<file path="config.mk">
export PLATFORM = sky130hd
export DESIGN_NAME = gcd_binary
export DESIGN_NICKNAME = d
export VERILOG_FILES = /design/src/rtl/gcd_binary.sv
export SDC_FILE = /design/constraint.sdc
export NUM_CORES = 1
export LEC_CHECK = 0
export ABC_AREA = 1
export BUFFER_PORTS_ARGS = -buffer_cell sky130_fd_sc_hd__buf_2
export CORE_ASPECT_RATIO = 1.4
export CORE_UTILIZATION = 50
export CTS_CLUSTER_DIAMETER = 80
export CTS_CLUSTER_SIZE = 10
export DETAILED_ROUTE_END_ITERATION = 8
export GPL_TIMING_DRIVEN = 0
export PLACE_DENSITY = 0.7
export SYNTH_ARGS = -nofsm -noshare
export SYNTH_HDL_FRONTEND = slang
export SYNTH_SLANG_ARGS = --single-unit
</file>
<file path="constraint.sdc">
create_clock -name clk -period 3.2 [get_ports clk]
set_clock_uncertainty 0.2 [all_clocks]
set_input_delay 0.48 -clock clk [delete_from_list [all_inputs] [get_ports clk]]
set_output_delay 0.48 -clock clk [all_outputs]
set_load 0.005 [all_outputs]
</file>
<file path="src/rtl/gcd_binary.sv">
// -----------------------------------------------------------------------------
// gcd_binary
//
// Multi-cycle greatest-common-divisor engine using the binary (Stein)
// algorithm.  Only shifts, compares and subtractions are used; there is no
// divider.  A controller loads A/B, pulses start, waits for finish and then
// reads GCD.  The engine also reports a zero-operand error and the number of
// clock edges the last operation spent computing.
//
// Parameters
//   WIDTH  operand/result width in bits (>= 2)
//   CYC_W  width of the cycles counter; the counter saturates at all-ones
//
// Ports
//   clk       in   1      system clock, rising edge
//   reset     in   1      asynchronous reset, active low
//   start     in   1      operation request, accepted in IDLE or DONE only
//   A, B      in   WIDTH  operands, captured on an accepted start
//   GCD       out  WIDTH  result, valid and held while finish is high
//   finish    out  1      high in DONE until the next accepted start
//   busy      out  1      high while computing (STRIP or REDUCE)
//   zero_err  out  1      high with finish when both operands were zero
//   cycles    out  CYC_W  edges spent in STRIP/REDUCE by the last operation
// -----------------------------------------------------------------------------
module gcd_binary #(
    parameter int WIDTH = 8,
    parameter int CYC_W = 8
) (
    input  logic             clk,
    input  logic             reset,
    input  logic             start,
    input  logic [WIDTH-1:0] A,
    input  logic [WIDTH-1:0] B,
    output logic [WIDTH-1:0] GCD,
    output logic             finish,
    output logic             busy,
    output logic             zero_err,
    output logic [CYC_W-1:0] cycles
);

    // k counts the common factors of two removed in STRIP.  It never exceeds
    // WIDTH-1, so clog2(WIDTH+1) bits are always sufficient.
    localparam int K_W = $clog2(WIDTH + 1);

    typedef enum logic [1:0] {
        S_IDLE   = 2'd0,
        S_STRIP  = 2'd1,
        S_REDUCE = 2'd2,
        S_DONE   = 2'd3
    } state_t;

    state_t           state_q,  state_d;
    logic [WIDTH-1:0] a_q,      a_d;
    logic [WIDTH-1:0] b_q,      b_d;
    logic [K_W-1:0]   k_q,      k_d;
    logic [WIDTH-1:0] gcd_q,    gcd_d;
    logic             zerr_q,   zerr_d;
    logic [CYC_W-1:0] cyc_q,    cyc_d;

    // Helper terms for the next-state logic.
    logic             can_accept;
    logic             a_zero;
    logic             b_zero;
    logic [CYC_W-1:0] cyc_inc;
    logic [WIDTH-1:0] a_minus_b;
    logic [WIDTH-1:0] b_minus_a;

    // -------------------------------------------------------------------------
    // State and datapath registers
    // -------------------------------------------------------------------------
    always_ff @(posedge clk or negedge reset) begin
        if (!reset) begin
            state_q <= S_IDLE;
            a_q     <= '0;
            b_q     <= '0;
            k_q     <= '0;
            gcd_q   <= '0;
            zerr_q  <= 1'b0;
            cyc_q   <= '0;
        end else begin
            state_q <= state_d;
            a_q     <= a_d;
            b_q     <= b_d;
            k_q     <= k_d;
            gcd_q   <= gcd_d;
            zerr_q  <= zerr_d;
            cyc_q   <= cyc_d;
        end
    end

    // -------------------------------------------------------------------------
    // Shared combinational terms
    // -------------------------------------------------------------------------
    always_comb begin
        can_accept = start && ((state_q == S_IDLE) || (state_q == S_DONE));
        a_zero     = (A == '0);
        b_zero     = (B == '0);
        // Saturating increment: once all-ones the counter stays put instead
        // of wrapping back to a misleadingly small value.
        cyc_inc    = (cyc_q == '1) ? cyc_q : (cyc_q + CYC_W'(1));
        // Both differences are formed, only the non-negative one is used, so
        // the selected subtraction never underflows.
        a_minus_b  = a_q - b_q;
        b_minus_a  = b_q - a_q;
    end

    // -------------------------------------------------------------------------
    // Next-state and datapath update
    // -------------------------------------------------------------------------
    always_comb begin
        state_d = state_q;
        a_d     = a_q;
        b_d     = b_q;
        k_d     = k_q;
        gcd_d   = gcd_q;
        zerr_d  = zerr_q;
        cyc_d   = cyc_q;

        case (state_q)
            // IDLE and DONE accept a new operation identically.  GCD is left
            // alone on a normal start; it is only meaningful while finish=1.
            S_IDLE, S_DONE: begin
                if (can_accept) begin
                    zerr_d = 1'b0;
                    cyc_d  = '0;
                    a_d    = A;
                    b_d    = B;
                    k_d    = '0;
                    if (a_zero || b_zero) begin
                        // gcd(x,0) = x; gcd(0,0) is undefined and flagged.
                        state_d = S_DONE;
                        gcd_d   = A | B;
                        zerr_d  = a_zero && b_zero;
                    end else begin
                        state_d = S_STRIP;
                    end
                end
            end

            // Remove common factors of two, remembering how many in k.
            S_STRIP: begin
                cyc_d = cyc_inc;
                if (!a_q[0] && !b_q[0]) begin
                    a_d = a_q >> 1;
                    b_d = b_q >> 1;
                    k_d = k_q + K_W'(1);
                end else begin
                    state_d = S_REDUCE;
                end
            end

            // At least one of a/b is odd here.  Halving an even value or
            // replacing the larger by half the (even) difference of two odd
            // values preserves the odd part of the gcd.  Neither value can
            // reach zero, so the loop always terminates on a == b.
            S_REDUCE: begin
                cyc_d = cyc_inc;
                if (a_q == b_q) begin
                    // Result divides min(A,B), so the shift cannot overflow.
                    gcd_d   = a_q << k_q;
                    state_d = S_DONE;
                end else if (!a_q[0]) begin
                    a_d = a_q >> 1;
                end else if (!b_q[0]) begin
                    b_d = b_q >> 1;
                end else if (a_q > b_q) begin
                    a_d = a_minus_b >> 1;
                end else begin
                    b_d = b_minus_a >> 1;
                end
            end

            default: begin
                state_d = S_IDLE;
            end
        endcase
    end

    // -------------------------------------------------------------------------
    // Outputs
    // -------------------------------------------------------------------------
    // All outputs come straight from registers (or decode of the state
    // register), so an asynchronous reset clears them without waiting for a
    // clock edge.
    assign GCD      = gcd_q;
    assign finish   = (state_q == S_DONE);
    assign busy     = (state_q == S_STRIP) || (state_q == S_REDUCE);
    assign zero_err = zerr_q;
    assign cycles   = cyc_q;

endmodule

</file>
---- Word-level counts from Yosys, hierarchy flattened ----
Index checks and enable logic that the tools add are counted.
operators by class
  add/subtract/negate cells ............... 4
  order comparisons ....................... 1
  eq/ne operators ......................... 16
  shifts and indexed selects .............. 1
  muxes and demuxes ....................... 30
  bitwise gates (word level) .............. 1
  reduce and logical (&&, ||, !) cells .... 24
operators with widths
  operator                                     count
  2-to-1 mux 8 bit                             17
  case mux 8 bit (3 select lines)              2
  case mux 8 bit (2 select lines)              2
  logical NOT 8 bit                            2
  != test 2 bit, second input constant         8
  subtractor 8 bit                             2
  AND reduction 5 bit                          2
  != test 3 bit, second input constant         3
  AND reduction 3 bit                          3
  adder 8 x 1 -> 8 bit, second input constant  1
  equality test 8 bit                          1
  equality test 8 bit, second input constant   1
  > comparator 8 bit                           1
  2-to-1 mux 2 bit                             4
  2-to-1 mux 4 bit                             2
  bitwise OR 8 bit                             1
  case mux 4 bit (2 select lines)              1
  AND reduction 4 bit                          2
  << shifter 8 x 4 -> 8 bit                    1
  case mux 2 bit (3 select lines)              1
  adder 4 x 1 -> 4 bit, second input constant  1
  equality test 2 bit, second input constant   2
  AND reduction 2 bit                          2
  nonzero test 2 bit                           2
  other kinds (7)                              13
word-level totals
  register bits ........................... 39
  input bits .............................. 19
  output and inout port bits .............. 19
  word-level logic and storage cells ...... 86

---- Depth between registers and ports, before layout ----
Gate-level depths: netlist of the first run.
  depth after elaboration ................. 6
  gate-level depth with buffers ........... 18
  gate-level depth less buffers ........... 17

---- Worst setup path before layout of the first run ----
OpenSTA, ideal clock, no wires.
  path kind ............................... reg-to-reg
  start ................................... register a_q[0]
  end ..................................... register b_q[5]
  setup time .............................. 0.116 ns
  arrival time ............................ 2.253 ns
  path slack .............................. 0.630 ns
  stages on the path, launching flop included .. 18
  buffers on the path ..................... 2
  cells stage by stage .................... dfrtp_1 > clkbuf_1 > inv_2 > ha_1 > fa_1 > inv_1 > nand2_1 > nand2_1 > nand3_1 > nand2_2 > nand3_2 > inv_2 > nand2_2 > nand2_4 > buf_6 > nor2_2 > nand2_1 > nand2_1
on the way
  longest elaborated chain between the ends .. 6
RTL lines
  element                          RTL line  RTL
  from (decl)                      53        logic [WIDTH-1:0] a_q, a_d;
  from (signal assigned)           74        a_q <= '0;
  from (signal assigned)           82        a_q <= a_d;
  subtractor 8 bit                 104       b_minus_a = b_q - a_q;
  2-to-1 mux 8 bit                 166       end else if (a_q > b_q) begin
  2-to-1 mux 8 bit                 164       end else if (!b_q[0]) begin
  2-to-1 mux 8 bit                 162       end else if (!a_q[0]) begin
  2-to-1 mux 8 bit                 158       if (a_q == b_q) begin
  case mux 8 bit (3 select lines)  119       case (state_q)
  to (signal assigned)             75        b_q <= '0;
  to (signal assigned)             83        b_q <= b_d;
  to (decl)                        54        logic [WIDTH-1:0] b_q, b_d;
Several ways; a longest one is shown, not always the timed one. The select of a mux whose other input is x is not followed.
A chain may end at the register's enable or synchronous reset.

---- Final worst setup path of the first run ----
Ends and elaborated chain as after synthesis.

==> qor.csv, run 1 <==
stage,metric,value,unit
outcome,outcome,"complete, no violations",
synth,yosys_warnings,0,
grt,grt_antenna_before_repair,0,
grt,grt_pass1_vias,3478,
detailed_routing,firstDrtPassIters,4,
synth,synth_area_per_cell,6.59,µm²
detailed_routing,drtIter0Drc,151,
synth,yosysUniqueCellTypes,40,
synth,synth-edff-count,0,
grt,grt_max_degree,40,
synth,syn-cell-area,3400,µm²
critical_path,reg2reg_to,b_q[5],
critical_path,end_kind,register,
critical_path,critical-path-top-delay-family,simple AND/OR/NAND/NOR gates,
synth,synth_ff_type,dfrtp_1,
critical_path,crit_chain,"inv_2, ha_1, fa_1, inv_1, nand2_1, nand2_1, nand3_1, nand2_2, nand3_2, inv_2, nand2_2, nand2_4, buf_6, nor2_2, nand2_1, nand2_1",
place,hpwl,7.56,mm
sta,setup_tns,0,ps
floorplan,initial_core_util,51.8,%
clocking,cts_setup_buffers,0,
layout,num_antenna_cells,0,
clocking,cts_resized,0,
synth,synth-seq-area-share,28.7,%
floorplan,rows,35,
synth,synth_top_cell_area_share,28.7,%
flow_run,drv_cap,0,
layout,fillers,651,
critical_path,crit_required,3190,ps
clocking,cts.htree.levels,2,
floorplan,die_area,7150,µm²
clocking,cts.clk_slew.worst_paths,80,ps
synth,yosys.area.top_type,dfrtp_1,
sta,fin_crit_sh,89.6,%
critical_path,worstPathArrival,2860,ps
critical_path,reg2reg_depth,16,
layout,drive_gt1_share,13.2,%
layout,fin_nets,604,
sta,max_slew.worst_pin.slew,905,ps
synth,ys_seq_elements,39,
critical_path,cpMostUsedCell,nand2_1,
sta,fmax,349,MHz
critical_path,worstPathMaxFanout,11,
detailed_routing,viasPerCell,5.29,
critical_path,path_class,reg -> reg,
grt,grt_usage,29.0,%
clocking,worstSkewPairLatency,300,ps
synth,post-synth-top-count-cell,nand2_1,
worst_hold_path,hp-class,in -> async,
clocking,clock_path_buffers,2,
grt,grt_remaining_overflow,0,
place,port_buffers,37,
critical_path,cpPeakStageDelay,610,ps
place,gp_congestion,0.935,
floorplan,die_width,71.7,µm
detailed_routing,ant_nets,0,
critical_path,r2r-start,a_q[0],
sta,slew_headroom,39.7,%
critical_path,crit_cells,16,
floorplan,core_area,6570,µm²
clocking,cts_tree,built,
sta,hold_viol_final,0,
synth,synth.area.top_cells,"dfrtp_1 29%, nand2_1 19%, ha_1 8.5%, inv_1 7.9%, o21ai_0 5.4%",
sta,rsz0062_at_grt,no,
detailed_routing,finalWirelength,9.39,mm
floorplan,io_pins,38,
clocking,cts_made_buffers,5,
detailed_routing,drcViolationCount,0,
synth,synth_common_cells,"175 x nand2_1, 72 x inv_1, 39 x dfrtp_1",
detailed_routing,via_count,3358,
clocking,clock_sinks,39,
sta,setup_viol,0,
layout,areaGrowthSynthToFinish,11.4,%
critical_path,cp-start-kind,register,
synth,synth_nets,561,
synth,syn_inst,517,
detailed_routing,wl_per_cell,14.8,µm
critical_path,cp_num_buf_inv,4,
synth,async_flop_share,100,%
floorplan,die_h,99.6,µm
grt,grt_pass1_wl,16.1,mm
sta,drv_slew,0,
critical_path,rrSetupSlack,330,ps
critical_path,critPathSlowestCell,dfrtp_1,
sta,layout_min_cycle_time,2870,ps
clocking,cts_root_buf,clkbuf_8,
[how the worst max path moves through the flow]
stage / from / end / slack [ps]
after floorplan: a_q[0] / b_q[5] / 630
after global placement: a_q[0] / b_q[5] / 220
after detailed placement: a_q[0] / b_q[5] / 170
after CTS: a_q[0] / b_q[5] / 140
after global routing: a_q[0] / b_q[5] / 100
final: a_q[0] / b_q[5] / 330
[cell usage in the layout, fill, tap and decap left out, types with 6 or more instances in the layout]
cell | synthesis | routed
inv_1 | 72 | 72
nand2_1 | 175 | 175
o211ai_1 | 6 | 6
xor2_1 | 10 | 10
nor2_1 | 31 | 31
buf_2 | 3 | 40
nand3_1 | 21 | 21
ha_1 | 23 | 23
clkbuf_1 | 9 | 8
dfrtp_1 | 39 | 39
a21oi_1 | 34 | 34
o21ai_0 | 37 | 37
[flip-flops by register name, indices dropped and copies added, names as in the netlist]
register / flops
GCD: 8
a_q: 8
b_q: 8
cycles: 8
k_q: 4
state_q: 2
zero_err: 1
[metrics by stage]
stage | area [µm²] | hold slack (ps) | setup WS [ps] | instances | util, %
6_report | 3790 | 96.5 | 332 | 635 | 57.7
5_1_grt | 3790 | 191 | 99.1 | 635 | 57.7
4_1_cts | 3790 | 151 | 142 | 636 | 57.8
3_5_place_dp | 3680 | 260 | 173 | 628 | 56.1
3_3_place_gp | 3680 | 261 | 220 | 628 | 56.1
2_1_floorplan | 3400 | -15.6 | 630 | 517 | -
[logic make-up (layout without fill, tap and decap cells)]
group,count (synthesis),after routing,synth area share [%]
AOI/OAI and AO/OA,95,95,15.7
xor gates and xnor gates,10,10,2.57
adders and majority gates,25,25,9.63
buffers and inverters,93,137,11.1
DFF,39,39,28.7
muxes,1,1,0.294
and+or+nand+nor,254,254,32.1
[area by class of cell]
class                   instances  area, µm²  share of cell area, %
multi-input cells             385       2050                   54.1
flip-flops and latches         39        976                   25.7
inverters                      77        290                   7.66
repair buffers                 37        185                   4.88
well taps                      74       92.6                   2.44
plain buffers                  15       82.6                   2.18
clock buffers                   5       68.8                   1.82
clock inverters                 3       43.8                   1.16
[metal layers]
layer  wire length (µm)  up-vias  share of wire [%]  global-route usage [%]
met5                  0        -                  0                       0
met4                395        0                4.2                    15.8
met3                314       32                3.3                    3.14
met2               4860       83                 52                    52.2
met1               3820     1527                 41                    32.8
li1                   -     1716                  -                       -
[worst reg2reg max path, cell delays in order (launching register included)]
cell and delay, ps:
dfrtp_1 610, inv_2 170, ha_1 280, fa_1 410, inv_1 70, nand2_1 50, nand2_1 100, nand3_1 90
nand2_2 100, nand3_2 140, inv_2 110, nand2_2 60, nand2_4 80, buf_6 150, nor2_2 40, nand2_1 60
nand2_1 40
[repair_timing]
action                     CTS  global route
hold buffers                 0             0
hold endpoints to repair     0             0
setup endpoints to repair    0            10
Power of run 1 is left out: the tool's default activity adds up to more than one toggle a clock period on the data nets, which glitch-free logic cannot reach.
==> run 2: changes to the inputs <==
--- a/config.mk
+++ b/config.mk
@@ -13,7 +13,7 @@
 export CTS_CLUSTER_SIZE = 10
 export DETAILED_ROUTE_END_ITERATION = 8
 export GPL_TIMING_DRIVEN = 0
-export PLACE_DENSITY = 0.7
+export PLACE_DENSITY = 0.67
 export SYNTH_ARGS = -nofsm -noshare
 export SYNTH_HDL_FRONTEND = slang
 export SYNTH_SLANG_ARGS = --single-unit
==> run 2 against run 1 <==
  * Critical path depth unchanged
  * Via count up 0.27%
  * Count of clock-buffer cells in the layout up 1
  * Die area unchanged
  * Fmax up 1.0%
==> qor.csv, run 2 (synthesis results as in run 1) <==
stage,metric,value,unit,change
outcome,outcome,"complete, no violations",,unchanged
critical_path,critical-path-top-delay-family,simple AND/OR/NAND/NOR gates,,unchanged
floorplan,initial_core_util,51.8,%,unchanged
grt,grt_usage,28.3,%,was 29.0%
grt,grt_max_degree,40,,unchanged
sta,hold_viol_final,0,,unchanged
detailed_routing,ant_nets,0,,unchanged
clocking,cts_made_buffers,5,,unchanged
sta,fmax,352,MHz,was 349 MHz
critical_path,cpPeakStageDelay,610,ps,about the same
sta,setup_viol,0,,unchanged
sta,fin_crit_sh,88.7,%,was 89.6%
flow_run,drv_cap,0,,unchanged
sta,setup_tns,0,ps,unchanged
place,gp_congestion,0.900,,was 0.935
grt,grt_antenna_before_repair,0,,unchanged
critical_path,path_class,reg -> reg,,unchanged
floorplan,rows,35,,unchanged
layout,fin_nets,604,,unchanged
detailed_routing,via_count,3367,,"was 3,358"
critical_path,critPathSlowestCell,dfrtp_1,,unchanged
sta,drv_slew,0,,unchanged
layout,num_antenna_cells,0,,unchanged
grt,grt_pass1_wl,15.6,mm,was 16.1 mm
critical_path,cp_num_buf_inv,4,,unchanged
layout,areaGrowthSynthToFinish,11.5,%,was 11.4%
clocking,clock_path_buffers,2,,unchanged
critical_path,crit_required,3190,ps,about the same
critical_path,crit_chain,"inv_2, ha_1, fa_1, inv_1, nand2_1, nand2_1, nand3_1, nand2_2, nand3_2, inv_2, nand2_2, nand2_4, buf_6, nor2_2, nand2_1, nand2_1",,unchanged
critical_path,end_kind,register,,unchanged
critical_path,cp-start-kind,register,,unchanged
place,port_buffers,37,,unchanged
layout,layout_common_cells,"175 x nand2_1, 72 x inv_1, 40 x buf_2, 39 x dfrtp_1, 37 x o21ai_0",,unchanged
floorplan,die_width,71.7,µm,unchanged
clocking,worstSkewPairLatency,300,ps,about the same
clocking,cts_hold_buf,0,,unchanged
clocking,cts_tree,built,,unchanged
floorplan,core_area,6570,µm²,unchanged
critical_path,worstPathArrival,2830,ps,was 2860 ps
critical_path,worstPathMaxFanout,11,,unchanged
layout,drive_gt1_share,13.2,%,unchanged
detailed_routing,drtIter0Drc,140,,was 151
sta,slew_headroom,39.8,%,was 39.7%
floorplan,io_pins,38,,unchanged
grt,grt_pass1_vias,3340,,"was 3,478"
detailed_routing,wl_per_cell,14.8,µm,about the same
clocking,cts.clk_slew.worst_paths,80,ps,about the same
floorplan,die_area,7150,µm²,unchanged
worst_hold_path,hp-class,in -> async,,unchanged
clocking,cts_resized,0,,unchanged
place,hpwl,7.46,mm,was 7.56 mm
detailed_routing,viasPerCell,5.30,,was 5.29
detailed_routing,firstDrtPassIters,5,,was 4
clocking,clock_sinks,39,,unchanged
sta,layout_min_cycle_time,2840,ps,was 2870 ps
layout,fillers,679,,was 651
clocking,cts_setup_buffers,0,,unchanged
detailed_routing,finalWirelength,9.39,mm,about the same
layout,layout_commonest_cell,nand2_1,,unchanged
detailed_routing,drcViolationCount,0,,unchanged
clocking,cts_root_buf,clkbuf_8,,unchanged
sta,rsz0062_at_grt,no,,unchanged
critical_path,cpMostUsedCell,nand2_1,,unchanged
floorplan,die_h,99.6,µm,unchanged
grt,grt_remaining_overflow,0,,unchanged
sta,max_slew.worst_pin.slew,903,ps,was 905 ps
clocking,cts.htree.levels,2,,unchanged
[run 2: cell types whose count changed in the layout (fill, tap and decap cells not counted), sizes merged]
cell,previous run,this run
clkbuf,13,14
clkinv,4,3
[run 2: per-stage QoR]
stage | worst slack (ps) | hold slack [ps] | cell area, µm² | utilization (%) | cells
4_1_cts | 222 | 147 | 3800 | 57.8 | 636
3_5_place_dp | 234 | 268 | 3680 | 56.1 | 628
5_1_grt | 91.7 | 199 | 3800 | 57.8 | 635
2_1_floorplan | 630 | -15.6 | 3400 | - | 517
6_report | 362 | 102 | 3800 | 57.8 | 635
3_3_place_gp | 274 | 261 | 3680 | 56.1 | 628
[run 2: area by class of cell]
cell class              instances  area (µm²)  share of cell area [%]
inverters                      77         290                    7.65
flip-flops and latches         39         976                    25.7
clock buffers                   6        82.6                    2.18
clock inverters                 2        35.0                   0.923
plain buffers                  15        82.6                    2.18
multi-input cells             385        2050                    54.1
well taps                      74        92.6                    2.44
repair buffers                 37         185                    4.88
[run 2: final timing paths]
path,slack (ps),from,depth (start not counted),endpoint
worst min-delay path,100,reset,1,b_q[6]
min in group clk,270,B[7],3,b_q[7]
max in group asynchronous,2130,reset,1,b_q[4]
worst min register to register,290,GCD[4],2,GCD[4]
worst max register to register,360,a_q[0],16,b_q[6]
worst max-delay path,360,a_q[0],16,b_q[6]
[run 2: worst reg2reg max path, stage by stage (launching register included)]
cell and delay, ps:
dfrtp_1 610, inv_2 160, ha_1 280, fa_1 410, inv_1 70, nand2_1 50, nand2_1 100, nand3_1 90
nand2_2 100, nand3_2 130, inv_2 90, nand2_2 60, nand2_4 80, buf_6 150, nor2_2 40, nand2_1 60
nand2_1 40
[run 2: per-layer routing]
metal  global-route usage, %  vias up  routed length [µm]
met4                    12.2        0                 346
met3                    3.14       26                 398
met2                    52.4       86                4810
met1                    32.1     1532                3840
met5                       0        -                   0
li1                        -     1723                   -
Power of run 2 is left out for the same reason.
